==> src/rtl/neuron_pkg.sv <==
// rtl/neuron_pkg.sv - shared widths, target encodings and feeder state type for the neuron datapath
package neuron_pkg;

    localparam int X_W     = 7;
    localparam int T_W     = 2;
    localparam int EPOCH_W = 16;

    localparam logic [T_W-1:0] T_POS = 2'b01;
    localparam logic [T_W-1:0] T_NEG = 2'b11;

    typedef enum logic [1:0] {
        IDLE    = 2'd0,
        FETCH   = 2'd1,
        PRESENT = 2'd2,
        DONE    = 2'd3
    } feeder_state_e;

endpackage

==> src/rtl/sample_mem.sv <==
// rtl/sample_mem.sv - training-set storage, synchronous write and 1-cycle registered read, no reset
module sample_mem #(
    parameter int DEPTH  = 64,
    parameter int ADDR_W = 6,
    parameter int DATA_W = 16
) (
    input  logic              clk,
    input  logic              wr_en_i,
    input  logic [ADDR_W-1:0] wr_addr_i,
    input  logic [DATA_W-1:0] wr_data_i,
    input  logic              rd_en_i,
    input  logic [ADDR_W-1:0] rd_addr_i,
    output logic [DATA_W-1:0] rd_data_o
);

    logic [DATA_W-1:0] mem_q [DEPTH];
    logic [DATA_W-1:0] rd_data_q;

    // Read samples the array before this edge's write lands, so a colliding read sees old data.
    always_ff @(posedge clk) begin
        if (wr_en_i) begin
            mem_q[wr_addr_i] <= wr_data_i;
        end
        if (rd_en_i) begin
            rd_data_q <= mem_q[rd_addr_i];
        end
    end

    assign rd_data_o = rd_data_q;

endmodule

==> src/rtl/sample_feeder.sv <==
// rtl/sample_feeder.sv - streams stored (x1,x2,t) samples epoch by epoch; SAMPLE_FEEDER_PARITY_EN adds per-slot parity
module sample_feeder
    import neuron_pkg::*;
#(
    parameter int DEPTH  = 64,
    parameter int ADDR_W = 6
) (
    input  logic               clk,
    input  logic               rst,
    input  logic               wrEn,
    input  logic [ADDR_W-1:0]  wrAddr,
    input  logic [X_W-1:0]     wrX1,
    input  logic [X_W-1:0]     wrX2,
    input  logic [T_W-1:0]     wrT,
    input  logic [ADDR_W:0]    sampleCount,
    input  logic [EPOCH_W-1:0] epochMax,
    input  logic               start,
    input  logic               abort,
    input  logic               converged,
    input  logic               ready,
    output logic               valid,
    output logic [X_W-1:0]     x1,
    output logic [X_W-1:0]     x2,
    output logic [T_W-1:0]     t,
    output logic               last,
    output logic               busy,
    output logic               done,
    output logic [EPOCH_W-1:0] epochCnt,
`ifdef SAMPLE_FEEDER_PARITY_EN
    output logic               parityErr,
`endif
    output logic               timeout
);

    localparam int DATA_W = 2 * X_W + T_W;
`ifdef SAMPLE_FEEDER_PARITY_EN
    localparam int MEM_W = DATA_W + 1;
`else
    localparam int MEM_W = DATA_W;
`endif
    localparam logic [ADDR_W:0] NEFF_MAX = (ADDR_W + 1)'(DEPTH);

    feeder_state_e      state_q, state_d;
    logic [ADDR_W-1:0]  addr_q, addr_d;
    logic [X_W-1:0]     x1_q, x1_d;
    logic [X_W-1:0]     x2_q, x2_d;
    logic [T_W-1:0]     t_q, t_d;
    logic [EPOCH_W-1:0] epoch_q, epoch_d;
    logic               timeout_q, timeout_d;
`ifdef SAMPLE_FEEDER_PARITY_EN
    logic               perr_q, perr_d;
`endif

    logic [ADDR_W:0]    neff;
    logic               at_last;
    logic [EPOCH_W:0]   epoch_inc;
    logic               step;
    logic               parity_ok;
    logic               mem_wr_en;
    logic               mem_rd_en;
    logic [MEM_W-1:0]   mem_wr_data;
    logic [MEM_W-1:0]   mem_rd_data;
    logic [DATA_W-1:0]  rd_payload;

    assign neff      = (sampleCount > NEFF_MAX) ? NEFF_MAX : sampleCount;
    assign at_last   = ({1'b0, addr_q} == (neff - 1'b1));
    assign epoch_inc = {1'b0, epoch_q} + 1'b1;
    assign mem_wr_en = wrEn && (state_q == IDLE);

    assign rd_payload = mem_rd_data[DATA_W-1:0];
`ifdef SAMPLE_FEEDER_PARITY_EN
    assign mem_wr_data = {^{wrX1, wrX2, wrT}, wrX1, wrX2, wrT};
    assign parity_ok   = ~(^mem_rd_data);
`else
    assign mem_wr_data = {wrX1, wrX2, wrT};
    assign parity_ok   = 1'b1;
`endif

    // The read is launched on the edge that enters FETCH, so data is ready to register on leaving it.
    assign mem_rd_en = (state_d == FETCH);

    sample_mem #(
        .DEPTH  (DEPTH),
        .ADDR_W (ADDR_W),
        .DATA_W (MEM_W)
    ) u_mem (
        .clk       (clk),
        .wr_en_i   (mem_wr_en),
        .wr_addr_i (wrAddr),
        .wr_data_i (mem_wr_data),
        .rd_en_i   (mem_rd_en),
        .rd_addr_i (addr_d),
        .rd_data_o (mem_rd_data)
    );

    always_comb begin
        state_d   = state_q;
        addr_d    = addr_q;
        x1_d      = x1_q;
        x2_d      = x2_q;
        t_d       = t_q;
        epoch_d   = epoch_q;
        timeout_d = timeout_q;
`ifdef SAMPLE_FEEDER_PARITY_EN
        perr_d    = perr_q;
`endif
        step      = 1'b0;

        case (state_q)
            IDLE: begin
                if (start && !abort) begin
                    epoch_d   = '0;
                    timeout_d = 1'b0;
                    addr_d    = '0;
`ifdef SAMPLE_FEEDER_PARITY_EN
                    perr_d    = 1'b0;
`endif
                    state_d   = (neff == '0) ? DONE : FETCH;
                end
            end
            FETCH: begin
                if (parity_ok) begin
                    x1_d    = rd_payload[DATA_W-1 -: X_W];
                    x2_d    = rd_payload[T_W+X_W-1 -: X_W];
                    t_d     = rd_payload[T_W-1:0];
                    state_d = PRESENT;
                end else begin
                    // A corrupted slot is consumed silently, exactly like a handshake.
                    step = 1'b1;
`ifdef SAMPLE_FEEDER_PARITY_EN
                    perr_d = 1'b1;
`endif
                end
            end
            PRESENT: begin
                step = ready;
            end
            DONE: begin
                state_d = IDLE;
            end
            default: begin
                state_d = IDLE;
            end
        endcase

        if (step) begin
            if (!at_last) begin
                addr_d  = addr_q + 1'b1;
                state_d = FETCH;
            end else begin
                addr_d = '0;
                if (epoch_q != '1) begin
                    epoch_d = epoch_q + 1'b1;
                end
                if (converged) begin
                    state_d = DONE;
                end else if ((epochMax != '0) && (epoch_inc == {1'b0, epochMax})) begin
                    timeout_d = 1'b1;
                    state_d   = DONE;
                end else begin
                    state_d = FETCH;
                end
            end
        end

        if (abort && (state_q != IDLE)) begin
            state_d   = IDLE;
            addr_d    = addr_q;
            epoch_d   = epoch_q;
            timeout_d = timeout_q;
        end
    end

    always_ff @(posedge clk or negedge rst) begin
        if (!rst) begin
            state_q   <= IDLE;
            addr_q    <= '0;
            x1_q      <= '0;
            x2_q      <= '0;
            t_q       <= '0;
            epoch_q   <= '0;
            timeout_q <= 1'b0;
`ifdef SAMPLE_FEEDER_PARITY_EN
            perr_q    <= 1'b0;
`endif
        end else begin
            state_q   <= state_d;
            addr_q    <= addr_d;
            x1_q      <= x1_d;
            x2_q      <= x2_d;
            t_q       <= t_d;
            epoch_q   <= epoch_d;
            timeout_q <= timeout_d;
`ifdef SAMPLE_FEEDER_PARITY_EN
            perr_q    <= perr_d;
`endif
        end
    end

    assign valid    = (state_q == PRESENT);
    assign last     = valid && at_last;
    assign busy     = (state_q != IDLE);
    assign done     = (state_q == DONE);
    assign x1       = x1_q;
    assign x2       = x2_q;
    assign t        = t_q;
    assign epochCnt = epoch_q;
    assign timeout  = timeout_q;
`ifdef SAMPLE_FEEDER_PARITY_EN
    assign parityErr = perr_q;
`endif

endmodule

==> config.mk <==
export PLATFORM = sky130hd
export DESIGN_NAME = sample_feeder
export DESIGN_NICKNAME = d
export VERILOG_FILES = /design/src/rtl/neuron_pkg.sv /design/src/rtl/sample_mem.sv /design/src/rtl/sample_feeder.sv
export SDC_FILE = /design/constraint.sdc
export NUM_CORES = 1
export LEC_CHECK = 0
export ABC_AREA = 0
export CAP_MARGIN = 20
export CORE_UTILIZATION = 50
export DETAILED_ROUTE_END_ITERATION = 8
export PLACE_DENSITY_LB_ADDON = 0.15
export SLEW_MARGIN = 20
export SYNTH_ARGS = -nofsm -noshare
export SYNTH_HDL_FRONTEND = slang
export SYNTH_HIERARCHICAL = 1
export SYNTH_SLANG_ARGS = --single-unit
==> constraint.sdc <==
create_clock -name clk -period 3.8 [get_ports clk]
set_clock_uncertainty 0.15 [all_clocks]
set_input_delay 0.38 -clock clk [delete_from_list [all_inputs] [get_ports clk]]
set_output_delay 0.38 -clock clk [all_outputs]
set_load 0.01 [all_outputs]
==> results of run 1 <==
## metal layers
layer | vias up | wire [um] | GRT usage [%]
met5 | - | 18 | 0
met4 | 2 | 3220 | 8.08
met3 | 181 | 7260 | 3.83
met2 | 811 | 52800 | 40.6
met1 | 12100 | 45700 | 36.5
li1 | 9733 | - | -
## cells in the mapped netlist (8+ instances only)
cell type / number / share of area (%)
a211o_1: 8 / 0.16
a211oi_1: 8 / 0.14
a21oi_1: 36 / 0.42
a221o_1: 8 / 0.19
a221oi_1: 17 / 0.35
a22o_1: 8 / 0.16
a22oi_1: 39 / 0.68
a311oi_1: 10 / 0.20
a31oi_1: 12 / 0.17
buf_2: 43 / 0.50
buf_4: 13 / 0.23
buf_6: 17 / 0.44
clkbuf_1: 37 / 0.32
dfrtp_1: 41 / 2.4
edfxtp_1: 1040 / 73
inv_1: 9 / 0.078
mux2_2: 45 / 1.2
mux2i_1: 87 / 2.0
mux4_2: 220 / 12
nand2_1: 77 / 0.67
nand2b_1: 10 / 0.15
nand3_1: 36 / 0.42
nand4_1: 18 / 0.26
nor2_1: 86 / 0.75
nor2b_1: 35 / 0.51
nor3_1: 24 / 0.28
nor4_1: 8 / 0.12
o21ai_0: 12 / 0.14
o2bb2ai_1: 9 / 0.18
xnor2_1: 9 / 0.18
xor2_1: 10 / 0.20
## power groups by stage
stage               combinational (mW)  clock (mW)  sequential [mW]
floorplan                         1.32           0             13.5
global placement                  2.36           0             13.5
detailed placement                2.39           0             13.5
CTS                               2.61        11.0             13.3
global route                      2.80        11.4             13.3
finish                            2.66        10.8             13.3
## kinds of logic after synthesis
| logic type | after synthesis | synth area share, % |
|---|---|---|
| DFF | 1081 | 74.9 |
| muxes | 356 | 15.0 |
| and+or+nand+nor | 339 | 4.02 |
| AOI/OAI and AO/OA | 204 | 3.59 |
| buffers and inverters | 133 | 1.98 |
| xor gates and xnor gates | 20 | 0.439 |
| adders and majority gates | 3 | 0.0872 |
## flip-flops by register name (all words and copies together), names as in the netlist
signal and cells:
addr_q 6, epochCnt 16, state_q 2, t 2
timeout 1, u_mem/mem_q 1024, u_mem/rd_data_o 16, x1 7
x2 7
## worst min-delay path by stage
stage / endpoint / slack (ps) / depth (start not counted)
after floorplan: addr_q[0]$_DFF_PN0_ / -70 / 0
after global placement: x2[5]$_DFFE_PN0N_ / 320 / 1
after detailed placement: x1[0]$_DFFE_PN0N_ / 320 / 1
after CTS: u_mem/mem_q[28][4]$_DFFE_PP_ / 100 / 1
after global routing: u_mem/mem_q[30][10]$_DFFE_PP_ / 140 / 1
final: u_mem/mem_q[28][4]$_DFFE_PP_ / 130 / 1
## area by class of cell
class	instances	area (um2)
antenna	4	10.0
inverter	9	36.3
clock inverter	77	797
timing repair buffer	432	4150
sequential	1081	32300
multi-input combinational	922	10600
tap	1144	1430
clock buffer	130	2860
fill	6017	33200
## what timing repair did
action | 4_1_cts | 5_1_grt
gates cloned | 5 | 1
setup endpoints to repair | 16 | 16
setup buffers | 23 | 12
hold buffers | 1 | 0
pin swaps | 34 | 31
gates resized for setup | 95 | 53
hold endpoints to repair | 41 | 0
## metrics by stage
step	hold slack (ps)	instances	setup slack, ps	util, %
after global placement	320	3548	-1300	55.4
after CTS	101	3783	-25.5	60.7
after floorplan	-65.6	2136	-13.0	-
final	129	3799	-76.2	61.1
after global routing	137	3795	-228	61.1
after detailed placement	318	3549	-1340	55.4
==> reports/results.ini, run 1 <==
[placed_design]
place_congestion = 0.906
dpl_cell_area_um2 = 47200
hpwl_um = 70700
io_buffers = 88

[clocking]
cts-root-buf = clkbuf_16
numCtsBuffers = 110
cts.sink_count = 1081
cts_tree = built
clkTransAtPathRegs_ps = 60
clock_latency_ps = 680
clock_path_buffers = 3
htree_levels = 3

[setup_path]
cpPeakStageDelay_ps = 560
ff2ff_setup_slack_ps = -80
reg2regPathDepth = 16
crit_end = u_mem/rd_data_o[9]$_DFFE_PP_
critPathMaxFanout = 9
crit_path_end_kind = flop
r2r-end = u_mem/rd_data_o[9]$_DFFE_PP_
slowest_stage = or4_4
crit_type = flop to flop
critPathLaunch = addr_q[3]$_DFF_PN0_
crit_family = buffers and inverters
r2r_start = addr_q[3]$_DFF_PN0_
path_cells = or4_4 -> a221oi_4 -> o211ai_4 -> nand2_4 -> o21ai_4 -> buf_12 -> buf_16 -> buf_12 -> buf_16 -> mux4_2 -> mux2i_1 -> buf_4 -> a22oi_1 -> a31oi_1 -> buf_4 -> a311oi_2
worstPathRequired_ps = 4040
critPathBufInv = 6
arrival_ps = 4120
critPathLaunchType = flop
path_depth = 16

[final_layout]
final_nets = 2611
syn_to_final_growth_pct = 21.1
final_cell_mix = 1,040 x edfxtp_1, 270 x buf_4, 220 x mux4_2
layout_commonest_cell = edfxtp_1
fin_area_um2 = 52100
layout-drive-gt1-share_pct = 33.7

[power_and_ir_drop]
p_total_mw = 26.8
p_comb_share_pct = 9.9
p_per_area_nw_per_um2 = 514
p_seq_share_pct = 49.6
leakage_nw = 16.8
clkPwrFrac_pct = 40.5
peakVddDrop_mv = 0.402
p_int_mw = 20.8
netSwitchingFraction_pct = 22.3
p_sw_mw = 5.97

[global_route]
grt_max_degree = 50
gr-total-overflow = 0
grt_pass1_wl_um = 158000
grt_antenna_before_repair = 6
grt.total_usage_pct = 25.4
grt_pass1_vias = 23000

[die]
die_h_um = 295
io_pins = 89
row_count = 107
core_area_um2 = 85300
fp.dieW_um = 295
start_util_pct = 50.5
die_area_um2 = 87300

[sta]
finalHoldViolCount = 0
setup_viol = 10
finalSetupTns_ps = -361
finalWorstSetupSlack_ps = -76.2
maxSlewHeadroom_pct = 23.1
worst_slew_pin_slew_ps = 1150
grt_setup_unrepaired = yes
finalCritPeriodShare_pct = 102
fmax_mhz = 258
post-route-min-period_ps = 3880
drv_slew = 0

[synthesis]
synth_edf_count = 1040
synth_ff_type = edfxtp_1
syn_avg_cell_area_um2 = 20.2
ys_seq_area_share_pct = 74.9
synth.cell_area_um2 = 43000
yosysWarnings = 6
ys_seq_elements = 1081
syn_inst = 2136
syn-num-nets = 2191
synthArstFlopShare_pct = 3.79
synth_cell_type_count = 75

[run]
maxCapViolCount = 0

[route]
drc = 0
finalWirelength_um = 109000
wl_per_cell_um = 28.7
drt_pass1_iterations = 7
num_vias = 22800
drtIter0Drc = 2282
via_per_inst = 6.00
ant_nets = 0

[min_path]
hold_start = wrX2[2]
hold_path_class = input port to flop

[outcome]
run_status = finished with violations
violations = setup timing

No activity file was read; power rests on OpenSTA's default activity.
==> run 2, diff against run 1 <==
==> constraint.sdc (replaced) <==
create_clock -name clk -period 4 [get_ports clk]
set_clock_uncertainty 0.15 [all_clocks]
set_input_delay 0.4 -clock clk [delete_from_list [all_inputs] [get_ports clk]]
set_output_delay 0.4 -clock clk [all_outputs]
set_load 0.01 [all_outputs]
==> reports/results.ini, run 2 (same netlist as run 1, synthesis figures left out) <==
[outcome]
run_status = finished clean

[global_route]
grt_pass1_wl_um = 157000
use_met1_pct = 34.6
grtUsageMet2_pct = 40.6
grt_antenna_before_repair = 8
grt_max_degree = 57
grt.busiest_layer = met2
met3_usage_pct = 5.22
grt.total_usage_pct = 25.2
grt_pass1_vias = 22800
gr-total-overflow = 0

[die]
start_util_pct = 50.5
row_count = 107
core_area_um2 = 85300
io_pins = 89
die_h_um = 295
die_area_um2 = 87300
fp.dieW_um = 295

[sta]
drv_slew = 0
grt_setup_unrepaired = no
post-route-min-period_ps = 3950
finalWorstSetupSlack_ps = 48.5
fmax_mhz = 253
maxSlewHeadroom_pct = 24.8
finalCritPeriodShare_pct = 98.8
finalHoldViolCount = 0
worst_slew_pin_slew_ps = 1130
setup_viol = 0

[setup_path]
worstPathRequired_ps = 4250
critPathMaxFanout = 9
r2r_start = addr_q[3]$_DFF_PN0_
cpMostUsedCell = buf_12
critPathBufInv = 5
crit_path_end_kind = flop
r2r-end = u_mem/rd_data_o[4]$_DFFE_PP_
ff2ff_setup_slack_ps = 70
cpPeakStageDelay_ps = 540
crit_type = input port to flop
reg2regPathDepth = 13
crit_family = compound AO/OA/AOI/OAI gates
path_cells = dlygate4sd2_1 -> or4_4 -> o21a_1 -> o31a_1 -> o211ai_4 -> nand2_4 -> o21ai_4 -> buf_12 -> buf_12 -> bufbuf_16 -> mux4_2 -> mux2i_2 -> nand3_2 -> a31oi_4 -> buf_6 -> a311oi_1
critPathLaunchType = input port
slowest_stage = mux4_2
arrival_ps = 4200

[placed_design]
hpwl_um = 69600
preCtsSetupSlack_ps = -1200
place_congestion = 0.866
post-place-cells = 3535
io_buffers = 88
dpl_cell_area_um2 = 47100

[power_and_ir_drop]
leakage_nw = 16.4
p_seq_share_pct = 50.4
p_per_area_nw_per_um2 = 488
p_comb_share_pct = 9.5
p_sw_mw = 5.49
p_total_mw = 25.0
p_int_mw = 19.6
netSwitchingFraction_pct = 21.9
clkPwrFrac_pct = 40.2
peakVddDrop_mv = 0.376

[final_layout]
largest-register = u_mem/mem_q
postLayoutCoreUtil_pct = 60.1
final_cell_mix = 1,040 x edfxtp_1, 263 x buf_4, 220 x mux4_2
syn_to_final_growth_pct = 19.1
instances_no_fill = 3756
layout-drive-gt1-share_pct = 31.3
fin_area_um2 = 51300
layout_commonest_cell = edfxtp_1
largest_reg_flops = 1024
final_nets = 2573

[clocking]
cts.sink_count = 1081
cts_tree = built
cts-root-buf = clkbuf_16
clock_path_buffers = 3
htree_levels = 3
clock_latency_ps = 670
numCtsBuffers = 108
clkTransAtPathRegs_ps = 60

[route]
drt_pass1_iterations = 6
wl_per_cell_um = 29.0
via_per_inst = 6.03
drc = 0
num_vias = 22700
drtIter0Drc = 2096
ant_nets = 0
finalWirelength_um = 109000

[min_path]
hold_path_class = input port to asynchronous set/reset pin

[run]
maxCapViolCount = 0

-- run 2: cell types whose count changed in the layout (fill, tap and decap cells not counted), moves of 7 or more --
cell,delta
buf_6,-21
buf_4,-7
a221oi_1,+12
a221oi_4,-8
mux2_4,-9
clkbuf_1,+12
nand3_1,+8
mux2_2,+9
nand3_2,-7
clkinvlp_4,-10
-- run 2: final cells by class --
| type | instances | area (um2) |
|---|---|---|
| repair buffers | 395 | 3680 |
| fillers | 6136 | 34000 |
| multi-input cells | 923 | 10400 |
| well taps | 1144 | 1430 |
| flip-flops and latches | 1081 | 32300 |
| diodes | 3 | 7.51 |
| clock inverters | 63 | 708 |
| clock buffers | 138 | 2820 |
| inverters | 9 | 33.8 |
-- run 2: power by group through the flow --
stage	combinational, mW	clock, mW	sequential (mW)
3_3_place_gp	2.23	0	12.8
4_1_cts	2.35	10.2	12.6
2_1_floorplan	1.25	0	12.8
3_5_place_dp	2.26	0	12.9
5_1_grt	2.51	10.6	12.6
6_report	2.37	10.1	12.6
-- run 2: metrics by stage --
stage,TNS [ps],hold WS [ps]
after floorplan,0,-45.6
after global placement,-15540,309
after detailed placement,-16160,320
after CTS,0,142
after global routing,0,137
final,0,133
-- run 2: what timing repair did --
action                                  in CTS  in global routing
endpoints found under the setup margin      16                 16
buffers inserted                             7                  2
hold buffers                                 2                  0
pin swaps                                   11                 14
endpoints found under the hold margin       49                  0
gates cloned                                 4                  2
gates resized for setup                     36                 44
-- run 2: worst max-delay path by stage --
stage / startpoint / end / cells past startpoint
after floorplan: sampleCount[0] / u_mem/rd_data_o[14]$_DFFE_PP_ / 14
after global placement: sampleCount[0] / u_mem/rd_data_o[4]$_DFFE_PP_ / 15
after detailed placement: sampleCount[0] / u_mem/rd_data_o[13]$_DFFE_PP_ / 15
after CTS: sampleCount[6] / u_mem/rd_data_o[13]$_DFFE_PP_ / 17
after global routing: sampleCount[2] / u_mem/rd_data_o[2]$_DFFE_PP_ / 16
final: sampleCount[2] / u_mem/rd_data_o[9]$_DFFE_PP_ / 16
-- run 2: per-layer routing --
metal  up-vias  share of wire, %
met5         -             0.032
met4         6               3.1
met3       171               8.1
met2       963                48
met1     11900                40
li1       9661                 -
-- run 2: worst register-to-register path: cells and delay by family (launching register included) --
family	cells	cell delay (ps)
AOI/OAI and AO/OA	6	1490
and+or+nand+nor	3	790
buffers and inverters	3	590
DFF	1	380
muxes	1	280
==> RTL change, RTL diff (settings of run 1) <==
`ADDR_W` is set to 6 in 2 places; all go to 5.
--- a/src/rtl/sample_mem.sv
+++ b/src/rtl/sample_mem.sv
@@ -1,7 +1,7 @@
 // rtl/sample_mem.sv - training-set storage, synchronous write and 1-cycle registered read, no reset
 module sample_mem #(
     parameter int DEPTH  = 64,
-    parameter int ADDR_W = 6,
+    parameter int ADDR_W = 5,
     parameter int DATA_W = 16
 ) (
     input  logic              clk,
--- a/src/rtl/sample_feeder.sv
+++ b/src/rtl/sample_feeder.sv
@@ -3,7 +3,7 @@
     import neuron_pkg::*;
 #(
     parameter int DEPTH  = 64,
-    parameter int ADDR_W = 6
+    parameter int ADDR_W = 5
 ) (
     input  logic               clk,
     input  logic               rst,
Ports: changed (resized sampleCount and wrAddr); port bits go from 89 to 87. The function was not compared with the original's and may differ.
==> RTL change against run 1 <==
First-iteration DRC count is 57% lower. Synthesized area is 48% lower. Critical endpoint is now u_mem/rd_data_o[12]$_DFFE_PP_. Worst setup slack better by 550 ps. Power is 48% lower. Global-route usage is 3.3 points lower. Worst hold slack better by 44 ps. Sequential cell count is 513 lower. Cell area is 50% lower. Final cell count is 46% lower. Fmax is 16% higher. Critical path depth is 8 lower. Wire length is 55% lower. Die area is 48% lower.
==> RTL change: results (changes against run 1) <==
- The sequential share of power is 50.6% (was 49.6%).
- The count of endpoints failing setup in the final report is 0 (was 10).
- The detail-routed net length per standard cell is 24.0 um (was 28.7 um).
- Outcome: complete, no violations (was finished, violations left).
- The power density normalized to cell area was 536 nW/um^2 (was 514 nW/um^2).
- The destination of the worst register-to-register timing path was u_mem/rd_data_o[12]$_DFFE_PP_ (was u_mem/rd_data_o[9]$_DFFE_PP_).
- The count of input and output buffers is 62 (was 88).
- The biggest fanout along the worst timing path is 24 (was 9).
- The proportion of cell area occupied by multi-input gates was 18.9% (was 20.3%).
- The placed instance count is 1,928 (was 3,549).
- The initial antenna violation count came to 1 (was 6).
- The leakage dissipation is 8.48 nW (was 16.8 nW).
- The slowest library cell on the worst path was sky130_fd_sc_hd__dfrtp_1 (was sky130_fd_sc_hd__or4_4).
- The reg-to-reg startpoint is state_q[0]$_DFF_PN0_ (was addr_q[3]$_DFF_PN0_).
- The internal reg-to-reg setup slack is 470 ps (was -80 ps).
- The cell family with the largest share of critical-path delay is compound AO/OA/AOI/OAI gates (was buffers and inverters).
- The count of cells resized by post-cts repair is 0 (was 95).
- The worst hold path endpoint was u_mem/mem_q[7][15]$_DFFE_PP_ (was u_mem/mem_q[28][4]$_DFFE_PP_).
- The via count of the first global-routing pass is 11,400 (was 23,000).
- The fraction of power consumed by the clock network is 40.2% (was 40.5%).
- The number of clock sinks seen by CTS is 568 (was 1,081).
- The count of unique library cells instantiated by Yosys is 39 (was 75).
- The number of levels in the clock H-tree is 2 (was 3).
- The data-path buffer share of cell area in the final layout came to 5.66% (was 7.96%).
- The non-clock inverter count in the final layout is 4 (was 9).
- The number of cells on the worst reg-to-reg path is 8 (was 16).
- The first-pass GRT wire length came to 71,600 um (was 158,000 um).
- The DRC violation total after the first TritonRoute iteration is 988 (was 2,282).
- The layout filler cell count was 3,347 (was 6,017).
- The floorplan die width was 213 um (was 295 um).
- The clock buffer count in the final layout is 69 (was 130).
- The fraction of final layout cells with drive strength greater than 1 is 14.8% (was 33.7%).
- The global-route usage over all layers is 22.2% (was 25.4%).
- The clock network latency to the later pin of the worst-skew pair is 610 ps (was 680 ps).
- The arrival time reported for the critical path endpoint is 3510 ps (was 4120 ps).
- The tightest hold margin is 174 ps (was 129 ps).
- The proportion of cell area spent on the clock network is 7.25% (was 7.01%).
- Commonest cells in the synthesized netlist: sky130_fd_sc_hd__edfxtp_1 (528), sky130_fd_sc_hd__mux2i_1 (258), sky130_fd_sc_hd__a22oi_1 (64) (was sky130_fd_sc_hd__edfxtp_1 (1,040), sky130_fd_sc_hd__mux4_2 (220), sky130_fd_sc_hd__mux2i_1 (87)).
- The overall power consumption came to 13.8 mW (was 26.8 mW).
- The final layout net count was 1,455 (was 2,611).
- The fraction of synthesis flops using an asynchronous set or reset pin is 7.04% (was 3.79%).
- The half-perimeter wire length of the detailed placement result was 28,600 um (was 70,700 um).
[RTL change: changes by cell type in the layout (fill, tap and decap cells not counted), moves of 27 or more]
cell,change
sky130_fd_sc_hd__buf_6,-27
sky130_fd_sc_hd__mux2i_1,+180
sky130_fd_sc_hd__clkbuf_16,-53
sky130_fd_sc_hd__edfxtp_1,-512
sky130_fd_sc_hd__a22oi_1,+30
sky130_fd_sc_hd__buf_4,-188
sky130_fd_sc_hd__nand2_1,-39
sky130_fd_sc_hd__mux4_2,-220
sky130_fd_sc_hd__nor2_1,-47
[RTL change: cells by family after synthesis]
kind of cell,share of synthesized area [%]
other cells,0.0337
flops,75.6
mux,12.5
compound gates,4.84
simple gates,4.26
buf+inv,2.67
fa+ha+maj,0.112
[RTL change: worst max path at each step]
stage,from,endpoint,slack [ps],cells past startpoint
after global routing,state_q[0]$_DFF_PN0_,u_mem/rd_data_o[13]$_DFFE_PP_,260,8
final,state_q[0]$_DFF_PN0_,u_mem/rd_data_o[12]$_DFFE_PP_,470,8
after floorplan,state_q[1]$_DFF_PN0_,u_mem/mem_q[24][0]$_DFFE_PP_,920,6
after CTS,state_q[0]$_DFF_PN0_,u_mem/rd_data_o[12]$_DFFE_PP_,510,8
after global placement,abort,u_mem/rd_data_o[12]$_DFFE_PP_,210,9
after detailed placement,abort,u_mem/rd_data_o[12]$_DFFE_PP_,180,9
[RTL change: timing repair]
| item | in CTS | in global routing |
|---|---|---|
| buffers inserted | 0 | 0 |
| hold endpoints to repair | 40 | 0 |
| hold buffers | 1 | 0 |
[RTL change: metal layers]
layer	global-route usage [%]	vias to the layer above	part of all wire [%]
li1	-	5250	-
met5	0	-	0
met1	30.5	5808	44
met3	4.12	74	5.8
met4	7.86	0	2.8
met2	35.5	321	48
